==> config.mk <==
export PLATFORM = sky130hd
export DESIGN_NAME = audio_sample_player
export DESIGN_NICKNAME = d
export VERILOG_FILES = /design/src/rtl/audio_samples.sv /design/src/rtl/pwm_modulator.sv /design/src/rtl/audio_sample_player.sv
export SDC_FILE = /design/constraint.sdc
export NUM_CORES = 1
export LEC_CHECK = 0
export ABC_AREA = 1
export ABC_CLOCK_PERIOD_IN_PS = 1800
export CAP_MARGIN = 20
export CORE_ASPECT_RATIO = 0.8
export CORE_MARGIN = 4
export CORE_UTILIZATION = 28
export DETAILED_ROUTE_END_ITERATION = 8
export GPL_ROUTABILITY_DRIVEN = 0
export PLACE_DENSITY = 0.53
export SETUP_SLACK_MARGIN = 0.02
export SLEW_MARGIN = 0
export SYNTH_ARGS = -nofsm -noshare
export SYNTH_HDL_FRONTEND = slang
export SYNTH_HIERARCHICAL = 1
export SYNTH_SLANG_ARGS = --single-unit
==> constraint.sdc <==
create_clock -name CLK -period 1.8 [get_ports CLK]
set_input_delay 0.18 -clock CLK [delete_from_list [all_inputs] [get_ports CLK]]
set_output_delay 0.18 -clock CLK [all_outputs]
set_load 0.02 [all_outputs]
==> src/rtl/audio_samples.sv <==
// Shared sample table for the game controller and the audio sample player.
// Holds the sample index names, the start/length tables (length 0 marks an
// unused index), the idle PCM level and the player's state encoding.
package audio_samples;

  localparam int SAMPLE_BITS      = 4;
  localparam int SAMPLE_COUNT     = 2 ** SAMPLE_BITS;
  localparam int SAMPLE_ADDR_BITS = 14;

  typedef logic [SAMPLE_ADDR_BITS-1:0] sample_addr_t;
  typedef logic [SAMPLE_ADDR_BITS:0]   sample_len_t;

  typedef enum logic [SAMPLE_BITS-1:0] {
    Sample_walls      = 4'd0,
    Sample_paddle     = 4'd1,
    Sample_lostBall   = 4'd2,
    Sample_blockStart = 4'd3
  } sample_id_t;

  localparam logic [7:0] PCM_IDLE = 8'h80;

  localparam sample_addr_t SAMPLE_START [SAMPLE_COUNT] = '{
    14'h0000, 14'h0100, 14'h0200, 14'h3FFE,
    14'h0000, 14'h0000, 14'h0000, 14'h0000,
    14'h0000, 14'h0000, 14'h0000, 14'h0000,
    14'h0000, 14'h0000, 14'h0000, 14'h0000
  };

  localparam sample_len_t SAMPLE_LEN [SAMPLE_COUNT] = '{
    15'd512, 15'd3, 15'd4, 15'd3,
    15'd0,   15'd0, 15'd0, 15'd0,
    15'd0,   15'd0, 15'd0, 15'd0,
    15'd0,   15'd0, 15'd0, 15'd0
  };

  typedef enum logic [1:0] {
    IDLE  = 2'd0,
    FETCH = 2'd1,
    LATCH = 2'd2,
    HOLD  = 2'd3
  } player_state_t;

endpackage

==> src/rtl/pwm_modulator.sv <==
// Free-running PWM: output is high for DUTY out of every 2^PWM_BITS cycles.
//   CLK, RESET_N : clock, asynchronous active-low reset
//   DUTY         : duty value (0 = always low)
//   PWM          : registered modulated output
module pwm_modulator #(
  parameter int PWM_BITS = 8
) (
  input  logic                CLK,
  input  logic                RESET_N,
  input  logic [PWM_BITS-1:0] DUTY,
  output logic                PWM
);

  logic [PWM_BITS-1:0] cnt;

  always_ff @(posedge CLK or negedge RESET_N) begin
    if (!RESET_N) begin
      cnt <= '0;
      PWM <= 1'b0;
    end else begin
      cnt <= cnt + PWM_BITS'(1);
      PWM <= (cnt < DUTY);
    end
  end

endmodule

==> src/rtl/audio_sample_player.sv <==
// Plays 8-bit unsigned PCM samples from an external synchronous ROM at one
// byte per CLK_DIV cycles, started by a one-cycle trigger and looked up in
// the shared sample table.
//   CLK, RESET_N   : clock, asynchronous active-low reset
//   AUDIO_SELECT   : sample index, valid with AUDIO_TRIGGER
//   AUDIO_TRIGGER  : one-cycle start strobe (latest trigger preempts)
//   ROM_ADDR       : registered ROM address
//   ROM_DATA       : ROM read data, valid one cycle after ROM_ADDR
//   PCM_OUT        : current PCM byte, PCM_IDLE when idle
//   AUDIO_PWM      : PWM-modulated PCM_OUT
//   PLAYING        : high while a sample is in progress
module audio_sample_player
  import audio_samples::*;
#(
  parameter int SAMPLE_BITS   = 4,
  parameter int ROM_ADDR_BITS = 14,
  parameter int CLK_DIV       = 3125,
  parameter int PWM_BITS      = 8
) (
  input  logic                     CLK,
  input  logic                     RESET_N,
  input  logic [SAMPLE_BITS-1:0]   AUDIO_SELECT,
  input  logic                     AUDIO_TRIGGER,
  output logic [ROM_ADDR_BITS-1:0] ROM_ADDR,
  input  logic [7:0]               ROM_DATA,
  output logic [PWM_BITS-1:0]      PCM_OUT,
  output logic                     AUDIO_PWM,
  output logic                     PLAYING
);

  localparam int TICK_W = $clog2(CLK_DIV);
  localparam int LEN_W  = ROM_ADDR_BITS + 1;

  player_state_t            state, state_n;
  logic [ROM_ADDR_BITS-1:0] addr, addr_n;
  logic [LEN_W-1:0]         remaining, remaining_n;
  logic [TICK_W-1:0]        tick, tick_n;
  logic [PWM_BITS-1:0]      pcm, pcm_n;
  logic                     playing, playing_n;
  logic                     tail, tail_n;

  logic [ROM_ADDR_BITS-1:0] trig_start;
  logic [LEN_W-1:0]         trig_len;
  logic                     tick_end;

  assign trig_start = ROM_ADDR_BITS'(SAMPLE_START[AUDIO_SELECT]);
  assign trig_len   = LEN_W'(SAMPLE_LEN[AUDIO_SELECT]);
  assign tick_end   = (tick == TICK_W'(CLK_DIV - 1));

  always_comb begin
    state_n     = state;
    addr_n      = addr;
    remaining_n = remaining;
    tick_n      = tick;
    pcm_n       = pcm;
    playing_n   = playing;
    tail_n      = tail;

    unique case (state)
      IDLE: begin
        // tail: the last byte is held one full period before returning idle
        if (tail) begin
          if (tick_end) begin
            tick_n = '0;
            tail_n = 1'b0;
            pcm_n  = PWM_BITS'(PCM_IDLE);
          end else begin
            tick_n = tick + TICK_W'(1);
          end
        end
      end
      FETCH: begin
        tick_n  = tick + TICK_W'(1);
        state_n = LATCH;
      end
      LATCH: begin
        pcm_n       = PWM_BITS'(ROM_DATA);
        addr_n      = addr + ROM_ADDR_BITS'(1);
        remaining_n = remaining - LEN_W'(1);
        if (remaining == LEN_W'(1)) begin
          // Tail period restarts at the final latch so the hold is exactly
          // CLK_DIV cycles measured from the byte appearing on PCM_OUT.
          state_n   = IDLE;
          playing_n = 1'b0;
          tail_n    = 1'b1;
          tick_n    = '0;
        end else begin
          tick_n  = tick + TICK_W'(1);
          state_n = HOLD;
        end
      end
      HOLD: begin
        if (tick_end) begin
          tick_n  = '0;
          state_n = FETCH;
        end else begin
          tick_n = tick + TICK_W'(1);
        end
      end
      default: state_n = IDLE;
    endcase

    // A valid trigger overrides everything, including a coincident latch.
    if (AUDIO_TRIGGER && (trig_len != '0)) begin
      state_n     = FETCH;
      addr_n      = trig_start;
      remaining_n = trig_len;
      tick_n      = '0;
      pcm_n       = pcm;
      playing_n   = 1'b1;
      tail_n      = 1'b0;
    end
  end

  always_ff @(posedge CLK or negedge RESET_N) begin
    if (!RESET_N) begin
      state     <= IDLE;
      addr      <= '0;
      remaining <= '0;
      tick      <= '0;
      pcm       <= PWM_BITS'(PCM_IDLE);
      playing   <= 1'b0;
      tail      <= 1'b0;
    end else begin
      state     <= state_n;
      addr      <= addr_n;
      remaining <= remaining_n;
      tick      <= tick_n;
      pcm       <= pcm_n;
      playing   <= playing_n;
      tail      <= tail_n;
    end
  end

  assign ROM_ADDR = addr;
  assign PCM_OUT  = pcm;
  assign PLAYING  = playing;

  pwm_modulator #(
    .PWM_BITS(PWM_BITS)
  ) u_pwm (
    .CLK    (CLK),
    .RESET_N(RESET_N),
    .DUTY   (pcm),
    .PWM    (AUDIO_PWM)
  );

endmodule

After elaboration in Yosys (flattened, before gate mapping)
Memories as Yosys holds them, arrays and structs flattened.
Cells that the tools add are included.
{"block": "op_classes", "magnitude_cmp": 2, "n_bitwise": 2, "n_eq_ne": 10, "n_mux": 28, "add_sub_neg": 4, "reduce_logical": 12}
{"operator": "$mux W15", "n": 4}
{"operator": "$mux W14", "n": 4}
{"operator": "$mux W12", "n": 4}
{"operator": "$pmux W12 S4", "n": 1}
{"operator": "$mux W8", "n": 2}
{"operator": "$pmux W8 S2", "n": 1}
{"operator": "$eq A15 B1 Y1 const B", "n": 1}
{"operator": "$reduce_bool A15 Y1", "n": 1}
{"operator": "$sub A15 B1 Y15 const B", "n": 1}
{"operator": "$add A14 B1 Y14 const B", "n": 1}
{"operator": "$add A12 B1 Y12 const B", "n": 1}
{"operator": "$eq A12 B12 Y1 const B", "n": 1}
{"operator": "$ne A3 B3 Y1 const B", "n": 3}
{"operator": "$add A8 B1 Y8 const B", "n": 1}
{"operator": "$lt A8 B8 Y1", "n": 1}
{"operator": "$mux W1", "n": 7}
{"operator": "$mux W2", "n": 3}
{"operator": "$pmux W2 S3", "n": 1}
{"operator": "$reduce_and A2 Y1", "n": 3}
{"operator": "$reduce_bool A2 Y1", "n": 3}
{"operator": "$ge A5 B5 Y1 const B", "n": 1}
{"operator": "$not A4 Y5", "n": 1}
{"operator": "$eq A2 B2 Y1 const B", "n": 2}
{"operator": "$ne A2 B2 Y1 const B", "n": 2}
{"operator": "8 further kinds", "n": 8}
{"block": "word_totals", "elab_cells": 69, "rom_bits": 464, "input_bits": 15, "regBits": 62, "memories": 2, "output_inout_bits": 24}
{"memory": "(name not given)", "words": 16, "word_bits": 15, "read_ports": 1, "rd_clocked_by_memory_dff": 0, "wr": 0, "line": "audio_sample_player.sv:47", "source": "assign trig_len = LEN_W'(SAMPLE_LEN[AUDIO_SELECT]);"}
{"memory": "(name not given)", "words": 16, "word_bits": 14, "read_ports": 1, "rd_clocked_by_memory_dff": 0, "wr": 0, "line": "audio_sample_player.sv:46", "source": "assign trig_start = ROM_ADDR_BITS'(SAMPLE_START[AUDIO_SELECT]);"}

Depth between registers and ports, before layout
{"block": "depth", "depth_word": 8, "depth_mapped": 10, "ltp_nobuf": 10}

Cells and area by module
Netlist, hierarchy kept.
{"mod": "audio_sample_player", "seq_area_each_um2": 1327.5, "cells_per_inst": 404, "area_per_inst_um2": 3153.0, "n_inst": 1}
{"mod": "pwm_modulator", "seq_area_each_um2": 225.2, "cells_per_inst": 56, "area_per_inst_um2": 524.3, "n_inst": 1}

Least setup slack after synthesis
No wires, ideal clock.
{"block": "synth_path", "kind": "flip-flop to flip-flop", "from": "register state[0]", "to": "register pcm[6], in the netlist PCM_OUT[6]", "setup_time_ps": 117, "n_path_buf": 2, "t_arrival_ps": 1397, "path_stages_with_launch": 10, "slack_ps": 286, "cell_sequence": "dfrtp_1 -> inv_1 -> ha_1 -> buf_4 -> inv_2 -> a21oi_1 -> nand3_4 -> buf_6 -> nand2_2 -> o21ai_2"}
{"block": "synth_between", "elab_chain_cells": 3, "word_cells_on_any_way": 7, "cone_classes": "3 x eq/ne; 1 x mux; 3 x reduce/logical"}
{"item": "start: declaration", "line": "audio_sample_player.sv:34", "source": "player_state_t state, state_n;"}
{"item": "start signal: assignment", "line": "audio_sample_player.sv:125", "source": "state <= state_n;"}
{"item": "$eq A2 B2 Y1 or $logic_not A2 Y1 (tied branches)", "line": "audio_sample_player.sv:59", "source": "unique case (state)"}
{"item": "$reduce_bool A2 Y1 (no line) or $ne A2 B2 Y1 (tied branches)"}
{"item": "$reduce_and A4 Y1 (no line)"}
{"item": "end signal: assignment", "line": "audio_sample_player.sv:121", "source": "pcm <= PWM_BITS'(PCM_IDLE);"}
{"item": "end signal: assignment", "line": "audio_sample_player.sv:129", "source": "pcm <= pcm_n;"}
{"item": "end: declaration", "line": "audio_sample_player.sv:38", "source": "logic [PWM_BITS-1:0] pcm, pcm_n;"}
Several ways; a longest one is shown, not always the timed one.
A chain may end at the register's enable or synchronous reset.

Final worst setup path
{"block": "layout_path", "from": "register pcm[7], in the netlist PCM_OUT[7]", "to": "output port PCM_OUT[7]"}
{"item": "end: declaration", "line": "audio_sample_player.sv:26", "source": "output logic [PWM_BITS-1:0] PCM_OUT,"}
No word-level cell between the ends.

==> metrics <==
Detail Route Antenna Nets 0; Fin Setup TNS 0 ns; Max Fclk 597 MHz; CTS tree done; syn nets 492; Crit path max-delay family buffers and inverters; placed inst area 0.00431 mm2; max incr delay on CP 0.61 ns; Warnings, synthesis 6; slowest stage cell on the critical path clkdlybuf4s50_1; final instance area 0.00467 mm2; Cell Count, Final, Fillers Out 698; Leakage 2.17 nW; Async SR Flop Fraction 100%; Worst Path Buf+Inv 1; I/O Pins 39; CP Capture Type output port; DR iter-0 viols 200; row count 37; WS Path Type flip-flop to output port; gr ovfl total 0; sequential area share after synthesis 42.2%; Hold Fails Final Rpt 0; RSZ-0062 raised after global routing no; CP max FO 3; routed vias 3154; dpl cells 677; vias per cell 4.52; initial antenna violation count 0; HPWL Detailed 6260 um; Cell Chain, Critical Path clkdlybuf4s50_1; Min-Delay Path Class input pin to asynchronous set/reset pin; Remaining DRCs 0; WP data arrival 1.50 ns; post-synthesis area per instance 7.99 um2; CP Data Required Time 1.62 ns; crit share post-route 93.1%; final setup skew 0.00941 ns; P per Cell Area 1720 mW/mm2; CTS H-Tree Depth 3; Pins Over Slew Limit 0; Starting Density 28.6%; dpl ws 0.147 ns; # port buffers 38; Synth Cell Area 0.00368 mm2; Ant. Diodes 0; Num CTS Buffers 9; Clk Latency, worst-skew pair 0.33 ns; filler cell count 1380; most frequent cells in the layout 103 x nand2_1, 61 x dfrtp_1, 51 x inv_1; Synth top area share 41.5%; post-layout min period 1.68 ns; global-route usage over all layers 12.0%; maximum vdd ir drop 0.999 mV; DRT Wirelength 8440 um; status completed; fraction of layout cells with a size suffix above 1 16.3%; clk buf depth 2; Die X 136 um; Fin Hold WS 0.384 ns; vias in the first global route 3073; leading area contributor after synthesis dfrtp_1; total power 8.02 mW; wire per inst 12.1 um; Reg clk slew, reported paths 0.06 ns; area grow syn2layout 27.0%; commonest non-fill, non-tap cell in the layout nand2_1; # setup viols final 0; largest net degree at the start of global routing 36; clock root cell clkbuf_16; Final WS setup 0.124 ns; relative slew slack 68.1%; Synth Register Bits 62; Pre-antenna DRT Iters 4; die area 0.0150 mm2; die extent in y 111 um; EDFF count, synth 0; Nets 550; # clock sinks 62; first-pass GRT wire length 14800 um; CP Launch Type flip-flop; Core Util, Final 36.3%; Mapped Cells 460; ys flop type dfrtp_1; Max Cap Viol 0; ranking of synthesized cells by area dfrtp_1 42%, nand2_1 11%, ha_1 5.8%; distinct cell type count after synthesis 42; CORE AREA 0.0129 mm2; Tightest Pin Transition 0.479 ns
-- area by class of cell --
type	count	area (um2)	share of cell area, %
clock buffer	10	239	5.12
clock inverter	6	68.8	1.47
inverter	64	240	5.14
multi-input combinational	325	1820	39.1
sequential	62	1550	33.3
tap	175	219	4.69
timing repair buffer	56	526	11.3
-- routing by layer --
metal  vias up  track usage [%]  part of all wire [%]
met5         -                0                     0
met4         0             3.69                   1.2
met3         8             3.28                   3.4
met2        55             17.6                    44
met1      1481             17.2                    52
li1       1610                -                     -
-- power by group --
part	total (mW)	internal [mW]	switching, mW
clock	1.79	1.12	0.672
sequential	2.36	1.88	0.484
combinational	3.87	1.57	2.29
total	8.02	4.57	3.45
-- worst paths after layout --
path / start / endpoint / slack [ns] / cells after the start
setup / recovery: PCM_OUT[7] / PCM_OUT[7] / 0.12 / 1
max in group asynchronous: RESET_N / remaining[5] / 1.01 / 3
hold reg to reg: PLAYING / PLAYING / 0.48 / 2
min in group CLK: ROM_DATA[0] / PCM_OUT[0] / 0.41 / 3
setup reg to reg: state[1] / tick[3] / 0.19 / 9
hold / removal: RESET_N / ROM_ADDR[7] / 0.38 / 3
-- cells by family (layout without fill, tap and decap cells) --
group | after synthesis | in the layout | share of synthesized area, %
buf+inv | 73 | 136 | 8.23
compound gates | 73 | 73 | 11.9
simple gates | 218 | 218 | 27.8
flops | 62 | 62 | 42.2
xor+xnor | 17 | 17 | 4.05
fa+ha+maj | 17 | 17 | 5.78
-- registers in the layout (all words and copies together), names as in the netlist --
name	cells
state	2
u_pwm/PWM	1
PLAYING	1
u_pwm/cnt	8
ROM_ADDR	14
remaining	15
tail	1
tick	12
PCM_OUT	8
-- what timing repair did --
item                                    CTS  global route
endpoints found under the hold margin    61             0
resized for setup                         0             1
buffers inserted                          0             4
endpoints found under the setup margin    0             2
hold buffers                              1             0
-- synth_stat cells, types with 2 or more instances --
| master | count |
|---|---|
| xnor2_1 | 6 |
| nand3_1 | 33 |
| nor2_1 | 37 |
| buf_4 | 2 |
| inv_2 | 12 |
| nand4_1 | 8 |
| nand2_2 | 11 |
| o21ai_1 | 13 |
| a22oi_1 | 4 |
| buf_2 | 5 |
| ha_1 | 17 |
| nor2_2 | 6 |
| a21oi_1 | 26 |
| dfrtp_1 | 61 |
| xor2_1 | 11 |
| a31oi_1 | 3 |
| inv_1 | 51 |
| o21ai_0 | 9 |
| o21ai_2 | 8 |
| nand3_2 | 3 |
| buf_6 | 2 |
| nand2_1 | 103 |
| nor3_1 | 6 |
| nor2_4 | 2 |
| o21bai_1 | 2 |
| nor3_2 | 3 |
Power figures use the tool's default switching activity.
